File: src/rtl/distribute_1xn_seq_pkg.sv
// Shared definitions for the 1xN registered distribute switch.
// Holds default sizes, the per-slot next-state operation and the port-slice helper.
// Imported by the top level and the output-slot register.
package distribute_1xn_seq_pkg;

  localparam int DEF_DATA_WIDTH = 32;
  localparam int DEF_NUM_OUTPUT = 4;
  localparam int DEF_CNT_WIDTH  = 16;

  // What an output slot does on the next rising edge
  typedef enum logic [1:0] {
    SLOT_HOLD  = 2'd0,
    SLOT_LOAD  = 2'd1,
    SLOT_DRAIN = 2'd2
  } slot_op_e;

  // A load beats a drain, so a slot emptying this cycle can take a new beat with no bubble
  function automatic slot_op_e slot_op(input logic load, input logic drain);
    if (load) begin
      return SLOT_LOAD;
    end else if (drain) begin
      return SLOT_DRAIN;
    end
    return SLOT_HOLD;
  endfunction

  // LSB position of output port 'port' within the flattened output data bus
  function automatic int port_lsb(input int port, input int width);
    return port * width;
  endfunction

endpackage

File: src/rtl/distribute_1xn_seq_out_slot.sv
// One-entry output register slot: holds one beat for one output port.
// Latency: a load appears on valid/data on the next rising edge.
// Backpressure: data is held while valid && !ready; slot is free when empty or draining.
module distribute_out_slot
  import distribute_1xn_seq_pkg::*;
#(
  parameter int DATA_WIDTH = DEF_DATA_WIDTH
) (
  input  logic                  clk,
  input  logic                  rst_n,
  input  logic                  load,
  input  logic [DATA_WIDTH-1:0] load_data,
  input  logic                  ready,
  output logic                  valid,
  output logic [DATA_WIDTH-1:0] data,
  output logic                  free
);

  logic drain;

  assign drain = valid && ready;
  assign free  = !valid || ready;

  // Slot register: load wins over drain; a drained slot returns to all-zero dummy data
  always_ff @(posedge clk or negedge rst_n) begin
    if (!rst_n) begin
      valid <= 1'b0;
      data  <= '0;
    end else begin
      case (slot_op(load, drain))
        SLOT_LOAD: begin
          valid <= 1'b1;
          data  <= load_data;
        end
        SLOT_DRAIN: begin
          valid <= 1'b0;
          data  <= '0;
        end
        default: begin
          valid <= valid;
          data  <= data;
        end
      endcase
    end
  end

endmodule

File: src/rtl/distribute_1xn_seq.sv
// Registered 1xN distribute switch: steers each input beat to a bitmask-selected set of outputs.
// Latency: one cycle from accept to the selected outputs' valid.
// Backpressure: o_ready drops unless every selected slot is free; multicast is all-or-nothing.
module distribute_1xn_seq
  import distribute_1xn_seq_pkg::*;
#(
  parameter int DATA_WIDTH = DEF_DATA_WIDTH,
  parameter int NUM_OUTPUT = DEF_NUM_OUTPUT,
  parameter int CNT_WIDTH  = DEF_CNT_WIDTH
) (
  input  logic                             clk,
  input  logic                             rst_n,
  input  logic                             i_valid,
  output logic                             o_ready,
  input  logic [DATA_WIDTH-1:0]            i_data_bus,
  input  logic [NUM_OUTPUT-1:0]            i_cmd,
  input  logic                             i_en,
  output logic [NUM_OUTPUT-1:0]            o_valid,
  input  logic [NUM_OUTPUT-1:0]            i_ready,
  output logic [NUM_OUTPUT*DATA_WIDTH-1:0] o_data_bus,
  output logic [CNT_WIDTH-1:0]             o_drop_cnt
);

  localparam logic [NUM_OUTPUT-1:0] CMD_NONE = '0;
  localparam logic [CNT_WIDTH-1:0]  CNT_MAX  = '1;

  logic [NUM_OUTPUT-1:0] slot_free;
  logic [NUM_OUTPUT-1:0] blocked;
  logic [NUM_OUTPUT-1:0] slot_load;
  logic                  accept;
  logic                  drop;

  // A selected port that is still occupied and not draining stalls the whole beat.
  // o_ready never looks at i_valid, so there is no valid-to-ready combinational path.
  assign blocked = i_cmd & ~slot_free;
  assign o_ready = rst_n && i_en && (blocked == '0);
  assign accept  = i_valid && o_ready;
  assign drop    = accept && (i_cmd == CMD_NONE);

  genvar k;
  generate
    for (k = 0; k < NUM_OUTPUT; k++) begin : g_slot
      assign slot_load[k] = accept && i_cmd[k];

      distribute_out_slot #(
        .DATA_WIDTH (DATA_WIDTH)
      ) u_slot (
        .clk       (clk),
        .rst_n     (rst_n),
        .load      (slot_load[k]),
        .load_data (i_data_bus),
        .ready     (i_ready[k]),
        .valid     (o_valid[k]),
        .data      (o_data_bus[port_lsb(k, DATA_WIDTH) +: DATA_WIDTH]),
        .free      (slot_free[k])
      );
    end
  endgenerate

  // Saturating count of accepted beats that had no destination
  always_ff @(posedge clk or negedge rst_n) begin
    if (!rst_n) begin
      o_drop_cnt <= '0;
    end else if (drop && (o_drop_cnt != CNT_MAX)) begin
      o_drop_cnt <= o_drop_cnt + 1'b1;
    end
  end

endmodule

File: config.mk
export PLATFORM = sky130hd
export DESIGN_NAME = distribute_1xn_seq
export DESIGN_NICKNAME = d
export VERILOG_FILES = /design/src/rtl/distribute_1xn_seq_pkg.sv /design/src/rtl/distribute_1xn_seq_out_slot.sv /design/src/rtl/distribute_1xn_seq.sv
export SDC_FILE = /design/constraint.sdc
export NUM_CORES = 1
export LEC_CHECK = 0
export BUFFER_PORTS_ARGS = -buffer_cell sky130_fd_sc_hd__buf_2
export CORE_MARGIN = 2
export CORE_UTILIZATION = 44
export DETAILED_ROUTE_END_ITERATION = 7
export HOLD_SLACK_MARGIN = 0.1
export PLACE_DENSITY = 0.8
export SETUP_SLACK_MARGIN = 0.5
export SLEW_MARGIN = 20
export SYNTH_ARGS = -nofsm -noshare
export SYNTH_HDL_FRONTEND = slang
export SYNTH_SLANG_ARGS = --single-unit
File: constraint.sdc
create_clock -name clk -period 1.8 [get_ports clk]
set_clock_uncertainty 0.2 [all_clocks]
set_input_delay 0.27 -clock clk [delete_from_list [all_inputs] [get_ports clk]]
set_output_delay 0.27 -clock clk [all_outputs]
set_load 0.05 [all_outputs]
==> results of run 1 <==
[final cells by class]
| class | count | area (sq um) |
|---|---|---|
| clock inverter | 11 | 102.6 |
| tap | 184 | 230.2 |
| timing repair buffer | 423 | 4562 |
| sequential | 148 | 3722 |
| inverter | 36 | 135.1 |
| fill | 761 | 2658 |
| clock buffer | 21 | 450.4 |
| multi-input combinational | 307 | 2509 |
[tightest hold or removal path: stages]
cell,delay [ns]
buf_6,0.08
buf_4,0.13
buf_12,0.59
[cells in the final DEF (no fill, tap or decap), types with 3 or more instances in the layout]
cell	count
a21o_1	3
a22o_1	32
and3_1	5
and3_4	6
buf_12	26
buf_16	17
buf_2	42
buf_4	127
buf_6	158
buf_8	17
clkbuf_1	3
clkbuf_16	18
clkinv_2	4
dfrtp_1	133
dfrtp_2	15
dlygate4sd3_1	35
inv_1	36
mux2i_1	87
mux2i_2	5
mux2i_4	4
nand2_1	105
nand3_1	3
nand3_4	3
nand4_1	4
nor3_4	4
nor4_4	5
o211ai_1	3
xnor2_1	4
xor2_1	7
[power by group through the flow]
stage	logic, W	registers, W	clock network, W
global placement	0.00378	0.00431	0
finish	0.00566	0.00446	0.00343
CTS	0.00515	0.00440	0.00341
detailed placement	0.00386	0.00431	0
floorplan	0.000694	0.00643	0
global route	0.00585	0.00451	0.00359
[state kept, by name, indices dropped and copies added, names as in the netlist]
register	count
o_drop_cnt	16
g_slot.u_slot.valid	4
g_slot.u_slot.data	128
[logic make-up (layout without fill, tap and decap cells)]
kind of cell             Yosys count  count (layout)  share of synthesized area
AO/OA/AOI/OAI                     42              42                    0.05539
XOR/XNOR                          13              13                    0.01781
adder cells (fa/ha/maj)            1               1                   0.001957
buffers and inverters             68             491                    0.07751
flip-flops                       148             148                     0.5794
multiplexers                      98              98                     0.1538
AND/OR/NAND/NOR                  153             153                     0.1141
[routing by layer]
metal	track usage	share of wire
met5	0	0
met4	0.1322	0.040
met3	0.06916	0.065
met2	0.5272	0.52
met1	0.3716	0.38
[cells in the mapped netlist]
library cell and instances:
a21o_1 3, nor3_1 6, buf_4 5, nor4_1 4, buf_6 3, buf_2 3, and2_1 1, nand2_1 106
nand3b_1 2, buf_12 12, clkbuf_1 9, inv_1 36, o211ai_1 3, mux2_1 2, nor2_1 2, nand3_1 7
and4bb_4 1, a22o_1 32, nand2b_1 2, mux2i_1 96, nor2b_1 1, ha_1 1, and3b_1 2, and4_1 2
and3_4 3, nor4_2 1, o21ai_1 1, a41oi_1 1, and3_1 8, a22oi_1 1, xnor2_1 6, o21bai_1 1
dfrtp_1 148, nand4_1 4, nor4_4 1, xor2_1 7
[metrics by stage]
| step | worst slack, ns | utilization | total power (W) | instance area [sq um] | setup TNS (ns) |
|---|---|---|---|---|---|
| after floorplan | -0.07462 | - | 0.007127 | 6461 | -0.3556 |
| after global placement | -0.05474 | 0.5369 | 0.008089 | 7715 | -2.399 |
| after detailed placement | -0.1256 | 0.5369 | 0.008172 | 7715 | -6.209 |
| after CTS | -0.1944 | 0.7642 | 0.01296 | 10980 | -12.10 |
| after global routing | -0.3043 | 0.8150 | 0.01395 | 11710 | -26.92 |
| final | -0.2686 | 0.8150 | 0.01355 | 11710 | -20.10 |
[worst paths after layout]
check,cells past startpoint,end,slack [ns],start
setup / recovery,7,g_slot[1].u_slot.data[23],-0.27,g_slot[2].u_slot.valid
hold / removal,3,g_slot[2].u_slot.valid,-0.06,rst_n
setup reg to reg,7,g_slot[1].u_slot.data[23],-0.27,g_slot[2].u_slot.valid
hold reg to reg,1,o_drop_cnt[4],0.31,o_drop_cnt[4]
max in group asynchronous,3,o_drop_cnt[14],0.91,rst_n
min in group clk,3,g_slot[0].u_slot.valid,0.02,i_ready[0]
[what timing repair did]
action,4_1_cts,5_1_grt
pin swaps,18,16
hold endpoints to repair,280,149
cloned,17,1
gates resized for setup,364,49
setup endpoints to repair,297,297
setup buffers,81,59
==> results_dict.tcl, run 1 <==
set metrics [dict create \
    ioPinCount 193 \
    clkPwrFrac 0.253 \
    worstPathRequired_ns 1.95 \
    hold_buffers 35 \
    fp-row-count 44 \
    dp_cells 905 \
    p_per_area_nw_per_um2 1157 \
    cp-start-kind "flip-flop" \
    synth_cell_types 36 \
    worst-path-buf-inv 3 \
    cp.arrival_ns 2.22 \
    synth_area_per_cell_sq_um 12.22 \
    hold_viol 143 \
    slowest_stage "dfrtp_1" \
    dr_total_vias 6074 \
    cpMostUsedCell "buf_12" \
    setup_viol 132 \
    min_period_over_period 1.149 \
    clk_pin_slew_ns 0.06 \
    clkLatencyLatePin_ns 0.43 \
    finalMaxSlewViolations 0 \
    cts_tree "built" \
    first_pass_iters 5 \
    io_buffers 192 \
    fin_hold_ws_ns -0.06061 \
    max_freq_mhz 483.4 \
    power.switching_w 0.005371 \
    cts_root_buf "clkbuf_16" \
    crit_type "flip-flop to flip-flop" \
    min_path_type "primary input to async pin" \
    netlist_instances 523 \
    routed_wl_mm 25.90 \
    synth_nets 568 \
    rsz0062_at_grt "true" \
    power.leakage_nw 5.787 \
    grt_max_degree 149 \
    grt.total_usage 0.3069 \
    cts_htree_levels 4 \
    die_y_um 124.5 \
    status "complete, but fails checks" \
    core_area_sq_um 14370 \
    initial_core_util 0.4449 \
    layout.nets 978 \
    grt_pass1_vias 6167 \
    netlist.area_leader.share 0.5794 \
    drt_iter0_markers 465 \
    seqPwrFrac 0.329 \
    grt_pass1_wl_mm 36.12 \
    antenna_found_initial 0 \
    ir_drop_uv 900.6 \
    area_delta_synth_final_pct 83.21 \
    layout-drive-gt1-share 0.5032 \
    antenna_left 0 \
    swShare 0.3963 \
    seq_area_frac_synth 0.5794 \
    ys_top_cells_by_area "dfrtp_1, mux2i_1, nand2_1" \
    ys_ff_latch 148 \
    path_cells "and3b_1 -> and4bb_4 -> and3_4 -> buf_12 -> buf_12 -> buf_16 -> mux2i_4" \
    die-area_sq_um 15510 \
    drv_cap 0 \
    fin_cells 1130 \
    dp_hpwl_mm 10.89 \
    worst_path_largest_cell_delay_ns 0.38 \
    gr-total-overflow 0 \
    yosys_warnings 0 \
    worst_pin_slew_ns 0.7959 \
    yosysTopAreaCell "dfrtp_1" \
    end_kind "flip-flop" \
    cp_top_family "simple AND/OR/NAND/NOR gates" \
    drc 0 \
    avgRoutedWirePerCell_um 22.92 \
    combPwrFrac 0.418 \
    cp_max_fo 5 \
    internal_power_w 0.008182 \
    cts_num_sinks 148 \
    violations "hold timing, setup timing" \
    gp_congestion 0.8050 \
    die_x_um 124.5 \
    diodes 0 \
    drt-vias-per-instance 5.375 \
    syn_area_sq_um 6392 \
    cts_max_path_buffers 2 \
    relSlewSlack 0.4694 \
    cts_buffers 17 \
    setup_ws_ns -0.2686 \
    min_period_ns 2.069 \
]
Note: power is estimated with default switching activity, not from simulation.
==> run 2, diff against run 1 <==
--- a/config.mk
+++ b/config.mk
@@ -7,10 +7,10 @@
 export LEC_CHECK = 0
 export BUFFER_PORTS_ARGS = -buffer_cell sky130_fd_sc_hd__buf_2
 export CORE_MARGIN = 2
-export CORE_UTILIZATION = 44
+export CORE_UTILIZATION = 47
 export DETAILED_ROUTE_END_ITERATION = 7
 export HOLD_SLACK_MARGIN = 0.1
-export PLACE_DENSITY = 0.8
+export PLACE_DENSITY = 0.84
 export SETUP_SLACK_MARGIN = 0.5
 export SLEW_MARGIN = 20
 export SYNTH_ARGS = -nofsm -noshare
==> results_dict.tcl, run 2 (synthesis results as in run 1) <==
set metrics [dict create \
    power.leakage_nw 5.769 \
    fin_hold_ws_ns -0.09452 \
    final_cell_mix "buf_6, buf_4, dfrtp_1" \
    fin_util 0.8724 \
    worst_pin_slew_ns 0.8274 \
    grt_pass1_vias 6339 \
    drt_iter0_markers 550 \
    cp.arrival_ns 2.20 \
    worst-path-buf-inv 2 \
    fin_area_sq_um 11550 \
    diodes 0 \
    grt.total_usage 0.3278 \
    drc 0 \
    avgRoutedWirePerCell_um 24.46 \
    cts_buffers 17 \
    dp_hpwl_mm 10.93 \
    area_delta_synth_final_pct 80.74 \
    setup_ws_ns -0.2970 \
    cts_root_buf "clkbuf_16" \
    initial_core_util 0.4827 \
    cp-start-kind "flip-flop" \
    place_area_sq_um 7690 \
    worst_path_largest_cell_delay_ns 0.39 \
    mostFrequentLayoutCell "buf_6" \
    clk_pin_slew_ns 0.06 \
    crit_cells 6 \
    largest_reg_flops 128 \
    hold_viol 67 \
    gr-total-overflow 0 \
    layout.nets 986 \
    fp-row-count 42 \
    core_area_sq_um 13240 \
    ir_drop_uv 718.5 \
    drv_cap 0 \
    p_per_area_nw_per_um2 1195 \
    end_kind "flip-flop" \
    layout-drive-gt1-share 0.5152 \
    relSlewSlack 0.4484 \
    violations "hold timing, setup timing" \
    status "complete, but fails checks" \
    rsz0062_at_grt "true" \
    cts_max_path_buffers 2 \
    cp_max_fo 5 \
    cts_num_sinks 148 \
    cp_top_family "simple AND/OR/NAND/NOR gates" \
    min_period_ns 2.097 \
    io_buffers 192 \
    cts_htree_levels 4 \
    antenna_found_initial 0 \
    finalPower_w 0.01381 \
    antenna_left 0 \
    first_pass_iters 5 \
    cts_tree "built" \
    die_y_um 120.6 \
    hold_buffers 35 \
    setup_viol 132 \
    min_period_over_period 1.165 \
    gp_congestion 0.7868 \
    min_path_type "primary input to async pin" \
    max_freq_mhz 476.9 \
    path_cells "and3b_1 -> and4bb_4 -> and3_4 -> buf_6 -> buf_16 -> mux2i_1" \
    drt-vias-per-instance 5.674 \
    routed_wl_mm 27.61 \
    die_x_um 120.6 \
    die-area_sq_um 14550 \
    finalMaxSlewViolations 0 \
    reg2reg_depth 6 \
    grt_pass1_wl_mm 36.03 \
    worstPathRequired_ns 1.91 \
    grt_max_degree 149 \
    ioPinCount 193 \
    crit_type "flip-flop to flip-flop" \
    largest-register "g_slot.u_slot.data" \
    slowest_stage "dfrtp_1" \
    tns_ns -21.58 \
    dr_total_vias 6406 \
    clkLatencyLatePin_ns 0.43 \
    top_regs "g_slot.u_slot.data (128), o_drop_cnt (16), g_slot.u_slot.valid (4)" \
]
[run 2: cell types whose count changed in the layout (fill, tap and decap cells not counted), sizes merged]
| cell | change |
|---|---|
| inv | -2 |
| buf | +9 |
| bufinv | +1 |
| clkbuf | -4 |
| clkinvlp | +3 |
[run 2: metrics by stage]
step / worst slack (ns) / std cells
finish: -0.2970 / 1129
global route: -0.3156 / 1129
CTS: -0.1854 / 1047
detailed placement: -0.1158 / 895
global placement: -0.07802 / 895
floorplan: -0.07462 / 523
[run 2: worst min-delay path: stages]
cell	delay, ns
buf_6	0.10
buf_4	0.13
buf_12	0.52
[run 2: worst paths after layout]
| path | slack (ns) | endpoint | start |
|---|---|---|---|
| min reg2reg | 0.33 | g_slot[0].u_slot.data[26] | g_slot[0].u_slot.data[26] |
| max in group asynchronous | 0.80 | o_drop_cnt[5] | rst_n |
| min | -0.09 | o_drop_cnt[12] | rst_n |
| max reg2reg | -0.30 | g_slot[2].u_slot.data[20] | g_slot[2].u_slot.valid |
| max | -0.30 | g_slot[2].u_slot.data[20] | g_slot[2].u_slot.valid |
| min in group clk | 0.04 | g_slot[0].u_slot.valid | i_ready[0] |
[run 2: routing by layer]
layer	GRT usage	vias to the layer above	wire [um]
li1	-	2612	-
met1	0.3936	3187	9714
met2	0.5554	480	14100
met3	0.07217	127	2311
met4	0.1650	0	1488
met5	0	-	0
[run 2: cell type report]
cell class	instances	area [sq um]
multi-input combinational	307	2529
timing repair buffer	431	4382
clock buffer	18	429.2
tap	176	220.2
sequential	148	3724
inverter	36	135.1
fill	535	1689
clock inverter	13	135.1
[run 2: where the power goes]
part / switching (W) / internal [W] / leakage [nW]
combinational: 0.00346 / 0.00231 / 3.60
sequential: 0.000562 / 0.00393 / 1.90
clock: 0.00151 / 0.00203 / 0.264
[run 2: timing repair]
item                       4_1_cts  5_1_grt
hold endpoints to repair       280      149
gates resized for setup        376       47
setup buffers                   77       82
pin swaps                       17       18
gates cloned                     9        0
setup endpoints to repair      297      297
